### src/rtl/rr_bus_arbiter.sv
// rtl/rr_bus_arbiter.sv - round-robin system bus arbiter with release dead cycle
// Optional grant watchdog enabled by defining ARB_TIMEOUT_EN.
module rr_bus_arbiter #(
  parameter int NUM_MASTERS    = 2,
  parameter int NUM_SLAVES     = 3,
  parameter int TIMEOUT_CYCLES = 256,
  localparam int MSEL_W = (NUM_MASTERS > 2) ? $clog2(NUM_MASTERS) : 1
) (
  input  logic                   clk,
  input  logic                   rst,
  input  logic [NUM_MASTERS-1:0] breq,
  input  logic                   bdone,
  input  logic [NUM_SLAVES-1:0]  sready,
  output logic [NUM_MASTERS-1:0] bgrant,
  output logic [MSEL_W-1:0]      msel,
  output logic                   bbusy,
  output logic                   tout
);

  typedef enum logic [1:0] {IDLE, BUSY, REL} state_t;

  state_t                   state_q, state_d;
  logic [NUM_MASTERS-1:0]   grant_q, grant_d;
  logic [MSEL_W-1:0]        msel_q, msel_d;
  logic [MSEL_W-1:0]        last_q, last_d;
  logic [MSEL_W-1:0]        pick;
  logic [MSEL_W:0]          cand;
  logic                     found;

`ifdef ARB_TIMEOUT_EN
  localparam logic [15:0] TO_LAST = 16'(TIMEOUT_CYCLES - 1);
  logic [15:0] cnt_q, cnt_d;
  logic        tout_q, tout_d;
`endif

  // Scan last+1, last+2, ... wrapping; the extra cand bit keeps the wrap a single subtract.
  always_comb begin
    found = 1'b0;
    pick  = '0;
    cand  = '0;
    for (int k = 1; k <= NUM_MASTERS; k++) begin
      cand = {1'b0, last_q} + (MSEL_W+1)'(k);
      if (cand >= (MSEL_W+1)'(NUM_MASTERS))
        cand = cand - (MSEL_W+1)'(NUM_MASTERS);
      if (!found && breq[cand[MSEL_W-1:0]]) begin
        found = 1'b1;
        pick  = cand[MSEL_W-1:0];
      end
    end
  end

  always_comb begin
    state_d = state_q;
    grant_d = grant_q;
    msel_d  = msel_q;
    last_d  = last_q;
`ifdef ARB_TIMEOUT_EN
    cnt_d   = cnt_q;
    tout_d  = 1'b0;
`endif
    case (state_q)
      IDLE: begin
        if (found && (&sready)) begin
          grant_d       = '0;
          grant_d[pick] = 1'b1;
          msel_d        = pick;
          last_d        = pick;
          state_d       = BUSY;
`ifdef ARB_TIMEOUT_EN
          cnt_d         = '0;
`endif
        end
      end
      BUSY: begin
        if (bdone || !breq[msel_q]) begin
          grant_d = '0;
          state_d = REL;
        end
`ifdef ARB_TIMEOUT_EN
        else if (cnt_q == TO_LAST) begin
          grant_d = '0;
          state_d = REL;
          tout_d  = 1'b1;
        end else begin
          cnt_d = cnt_q + 16'd1;
        end
`endif
      end
      REL:     state_d = IDLE;
      default: begin
        state_d = IDLE;
        grant_d = '0;
      end
    endcase
  end

  always_ff @(posedge clk) begin
    if (rst) begin
      state_q <= IDLE;
      grant_q <= '0;
      msel_q  <= '0;
      last_q  <= MSEL_W'(NUM_MASTERS - 1);
    end else begin
      state_q <= state_d;
      grant_q <= grant_d;
      msel_q  <= msel_d;
      last_q  <= last_d;
    end
  end

`ifdef ARB_TIMEOUT_EN
  always_ff @(posedge clk) begin
    if (rst) begin
      cnt_q  <= '0;
      tout_q <= 1'b0;
    end else begin
      cnt_q  <= cnt_d;
      tout_q <= tout_d;
    end
  end
  assign tout = tout_q;
`else
  assign tout = 1'b0;
`endif

  assign bgrant = grant_q;
  assign msel   = msel_q;
  assign bbusy  = |grant_q;

endmodule

### config.mk
export PLATFORM = sky130hd
export DESIGN_NAME = rr_bus_arbiter
export DESIGN_NICKNAME = d
export VERILOG_FILES = /design/src/rtl/rr_bus_arbiter.sv
export SDC_FILE = /design/constraint.sdc
export NUM_CORES = 1
export LEC_CHECK = 0
export BUFFER_PORTS_ARGS = -buffer_cell sky130_fd_sc_hd__clkbuf_2
export CORE_AREA = 2 2 39 41
export DETAILED_ROUTE_END_ITERATION = 12
export DIE_AREA = 0 0 41 43
export PLACE_DENSITY = 0.43
export SETUP_SLACK_MARGIN = 0.15
export SYNTH_ARGS = -nofsm -noshare
export SYNTH_HDL_FRONTEND = slang
export SYNTH_SLANG_ARGS = --single-unit
### constraint.sdc
create_clock -name clk -period 1.6 [get_ports clk]
set_clock_uncertainty 0.1 [all_clocks]
set_input_delay 0.16 -clock clk [delete_from_list [all_inputs] [get_ports clk]]
set_output_delay 0.16 -clock clk [all_outputs]
set_load 0.02 [all_outputs]
# == Word-level counts from Yosys, hierarchy flattened ==
# Index checks and enable logic that the tools add are counted.
# totals
mem_count,0
register_bits,6
output_inout_bits,5
inputBits,8
romBits,0
mem_bits_rw,0
wordCells,52
latch_bits,0
# classes
bitwise_logic,1
n_reduce_logical,12
eq_ne,4
n_shift,0
multipliers,0
muxes,20
add_sub_neg,4
div_mod_pow,0
magnitude_cmp,7
# op_table
cell,count
two-way mux 1 bit,13
"less-than comparator 1 x 2 -> 1 bit, second input constant",4
two-way mux 2 bit,4
one-hot mux 2 bit (3 select lines),1
AND reduction 3 bit,2
"greater-or-equal comparator 2 bit, second input constant",2
"inequality test 2 bit, second input constant",2
one-hot mux 2 bit (2 select lines),1
AND reduction 2 bit,2
logical AND 1 bit,3
"adder 1 x 1 -> 2 bit, second input constant",1
"adder 1 x 2 -> 2 bit, second input constant",1
"== test 2 x 1 -> 1 bit, second input constant",1
"== test 2 bit, second input constant",1
zero test 1 bit,2
zero test 2 bit,1
OR reduction 2 bit,1
"subtractor 1 bit, second input constant",2
demux 1 bit (select 1 bit),1
"greater-or-equal comparator 1 bit, second input constant",1
logical OR 1 bit,1
NOT 1 bit,1

# == Longest topological paths before layout ==
# logic_depth
ltp_word,15
ltp_mapped,3

# == Worst setup path before layout ==
# OpenSTA, ideal clock, no wires.
# synth_timing
path_type,register -> register
startpoint,reg state_q[0]
endpoint,reg grant_q[0] (netlist: bgrant[0])
slack_ps,389
period_less_slack_ps,1211
t_arrival_ps,1036
setup_time_ps,74
path_stages_with_launch,4
required_ps,1426
path_cell_list,dfxtp_1 > nand4b_4 > or4_1 > o21ai_0
# synth_via
elab_chain_cells,3
word_cells_on_any_way,8
# synth_rtl
element,line_no,text
from (decl),22,"state_t state_q, state_d;"
from (signal assigned),104,state_q <= state_d;
== test 2 x 1 -> 1 bit (tied with other cells),61,case (state_q)
inequality test 2 bit (no line) or NOT 1 bit (tied branches),-,
AND reduction 3 bit (no line),-,
to (signal assigned),105,grant_q <= grant_d;
to (decl),23,"logic [NUM_MASTERS-1:0] grant_q, grant_d;"
# Several ways; a longest one is shown, not always the timed one.
# A chain may end at the register's enable or synchronous reset.

# == Worst setup path after layout ==
# layout_timing
startpoint,reg state_q[1]
endpoint,reg grant_q[1] (netlist: bgrant[1])
# The elaborated chain is that of the path after synthesis.

==> flow_metrics.py <==
metrics = {
    "outcome": {
        "status": "complete, no violations",
    },
    "synth": {
        "synth.cell_area_um2": 303,
        "synth_cell_types": 21,
        "synth_sequential_area_ratio_pct": 39.7,
        "synth_area_per_cell_um2": 9.46,
        "synth.net_count": 40,
        "synth-seq-cells": 6,
        "yosysWarningCount": 0,
        "synthesis.instances": 32,
    },
    "clocking": {
        "cts-htree-levels": 1,
        "tritoncts": "yes",
        "number_of_buffers_added_for_setup_after_cts": 0,
        "hold_buffers": 0,
        "ctsRootBufferMaster": "sky130_fd_sc_hd__clkbuf_4",
        "insertion_delay_ns": 0.24,
        "max-clock-path-buffers": 2,
        "clkTransAtPathRegs_ns": 0.04,
        "ctsResizeCount": 0,
        "cts_bufs_inserted": 3,
        "clkSinkCount": 6,
    },
    "worst_setup_path": {
        "critPathTopFamily": "simple AND/OR/NAND/NOR gates",
        "worst_path_max_delay_cell": "sky130_fd_sc_hd__or3b_1",
        "setup.worst_path.class": "reg -> reg",
        "worst_path_bufs_invs": 0,
        "critPathLaunchType": "flop",
        "cp.required_ns": 1.67,
        "critical-path-max-stage-delay_ns": 0.41,
        "arrival_time_reported_for_the_critical_path_endpoint_ns": 1.35,
        "critical_path.cell_chain": "o21bai_1, or3b_1, o22ai_1",
        "critical_path.endpoint_type": "flop",
        "worstPathMaxFanout": 6,
    },
    "route": {
        "drt_iter0_drc": 0,
        "vias_cell": 4.51,
        "drt_drc_violations_left": 0,
        "routed-via-count": 275,
        "drt-total-wl_um": 540,
        "wire_per_inst_um": 8.85,
        "antenna_left": 0,
        "dr.pass1.iters": 1,
    },
    "grt": {
        "grtUsageTotal_pct": 8.67,
        "largest_net_degree_at_the_start_of_global_routing": 9,
        "grt_antenna_before_repair": 0,
        "overflow": 0,
        "vias_in_the_first_global_route": 266,
        "grt_pass1_wl_um": 979,
    },
    "power": {
        "cellPowerDensity_nw_per_um2": 862,
        "ir_drop_v": 0.000289,
        "power.net_switching_uw": 80.2,
        "sw_frac_of_total_pct": 23.7,
        "share_clk_of_total_power_pct": 40.4,
        "seq_power_share_pct": 46.5,
        "internal-power_uw": 258,
        "power.share.combinational_pct": 13.1,
        "total_leakage_power_uw": 0.000168,
        "totalPowerFinal_uw": 339,
    },
    "placement": {
        "instance_area_at_placement_um2": 370,
        "port_buffers": 11,
        "finalWeightedCongestion": 0.709,
        "dp_hpwl_um": 444,
    },
    "cells_and_area": {
        "layout-area-overhead-vs-synth_pct": 29.8,
        "nets_finish": 55,
        "drive_gt1_share_pct": 40.0,
        "layout.cells.most_common_list": "sky130_fd_sc_hd__clkbuf_2 (11), sky130_fd_sc_hd__dfxtp_1 (6), sky130_fd_sc_hd__o21ai_0 (5), sky130_fd_sc_hd__clkbuf_4 (3)",
        "layout.cells.most_common": "sky130_fd_sc_hd__clkbuf_2",
        "finalInstanceArea_um2": 393,
        "antenna-diode-count": 0,
        "post-route-util_pct": 28.4,
    },
    "floorplan": {
        "pin_count": 13,
        "fp.dieW_um": 41,
        "std_cell_rows": 14,
        "core_um2": 1380,
        "floorplan.initialDensity_pct": 21.9,
        "dieHeight_um": 43,
        "die_area_um2": 1760,
    },
    "sta": {
        "grt_setup_unrepaired": "false",
        "fin_crit_ns": 1.28,
        "period_utilisation_layout_pct": 80.0,
        "report.final.setup_viol": 0,
        "setup_tns_ns": 0,
        "slew_viol_final": 0,
        "clock.fmax_mhz": 781,
        "report.final.hold_viol_count": 0,
    },
    "flow_run": {
        "cap_violations": 0,
    },
    "min_path": {
        "worstHoldPathType": "in -> reg",
    },
}
## area by class of cell
class	count	area (um^2)
fill	156	991
inverter	1	3.75
timing repair buffer	11	55.1
clock buffer	3	22.5
tap	16	20.0
multi-input combinational	24	171
sequential	6	120
## final timing paths
path	cells past startpoint	from	endpoint	slack (ns)
min reg2reg	1	state_q[1]	state_q[0]	0.36
max reg2reg	3	state_q[1]	bgrant[1]	0.32
max	3	state_q[1]	bgrant[1]	0.32
min	2	rst	state_q[0]	0.08
## worst register-to-register path, stage by stage (launching register included)
cell,delay [ns]
sky130_fd_sc_hd__dfxtp_1,0.32
sky130_fd_sc_hd__o21bai_1,0.22
sky130_fd_sc_hd__or3b_1,0.41
sky130_fd_sc_hd__o22ai_1,0.16
## synthesized netlist by cell type
cell	instances	area [um^2]
sky130_fd_sc_hd__o22ai_1	1	6.26
sky130_fd_sc_hd__a21oi_1	1	5.00
sky130_fd_sc_hd__o32a_2	1	11.3
sky130_fd_sc_hd__nor2_1	2	7.51
sky130_fd_sc_hd__or3b_1	1	8.76
sky130_fd_sc_hd__buf_4	1	7.51
sky130_fd_sc_hd__nor3_1	1	5.00
sky130_fd_sc_hd__nand4b_4	1	23.8
sky130_fd_sc_hd__conb_1	1	3.75
sky130_fd_sc_hd__o21bai_1	1	7.51
sky130_fd_sc_hd__o21ai_0	5	25.0
sky130_fd_sc_hd__or4_1	1	7.51
sky130_fd_sc_hd__dfxtp_1	6	120
sky130_fd_sc_hd__nand3b_1	1	7.51
sky130_fd_sc_hd__or2_2	1	6.26
sky130_fd_sc_hd__o31a_2	1	10.0
sky130_fd_sc_hd__nor4_1	1	6.26
sky130_fd_sc_hd__inv_1	1	3.75
sky130_fd_sc_hd__nor2b_1	2	12.5
sky130_fd_sc_hd__a21boi_1	1	7.51
sky130_fd_sc_hd__mux2i_1	1	10.0
## logic make-up after synthesis
family                 count (synthesis)  synth area share (%)
AO/OA/AOI/OAI                         11                  24.0
flip-flops                             6                  39.7
AND/OR/NAND/NOR                       11                  28.1
multiplexers                           1                  3.31
other                                  1                  1.24
buffers and inverters                  2                  3.72
## stage by stage
stage / hold slack, ns / cells / setup WS [ns]
after floorplan: 0.129 / 32 / 0.389
after global placement: 0.347 / 58 / 0.321
after detailed placement: 0.337 / 58 / 0.317
after CTS: 0.0780 / 61 / 0.305
after global routing: 0.105 / 61 / 0.227
final: 0.0832 / 61 / 0.320
## flip-flops by register name, indices dropped and copies added (netlist names)
register and count:
bgrant 2, last_q 1, msel 1, state_q 2
## power by group through the flow
| stage | Sequential (uW) | Clock (uW) | Combinational, uW |
|---|---|---|---|
| floorplan | 162 | 0 | 23.7 |
| global placement | 160 | 0 | 45.6 |
| detailed placement | 160 | 0 | 44.9 |
| CTS | 157 | 145 | 45.0 |
| global route | 157 | 155 | 50.4 |
| finish | 157 | 137 | 44.4 |
## layer usage
layer	GRT usage, %	share of wire, %	routed length, um	vias up
met3	6.28	7.8	42	2
met4	4.00	1.5	8	0
li1	-	-	-	144
met1	9.12	45	245	120
met2	12.5	45	243	9
met5	0	0	0	-
Note: power is estimated with default switching activity, not from simulation.
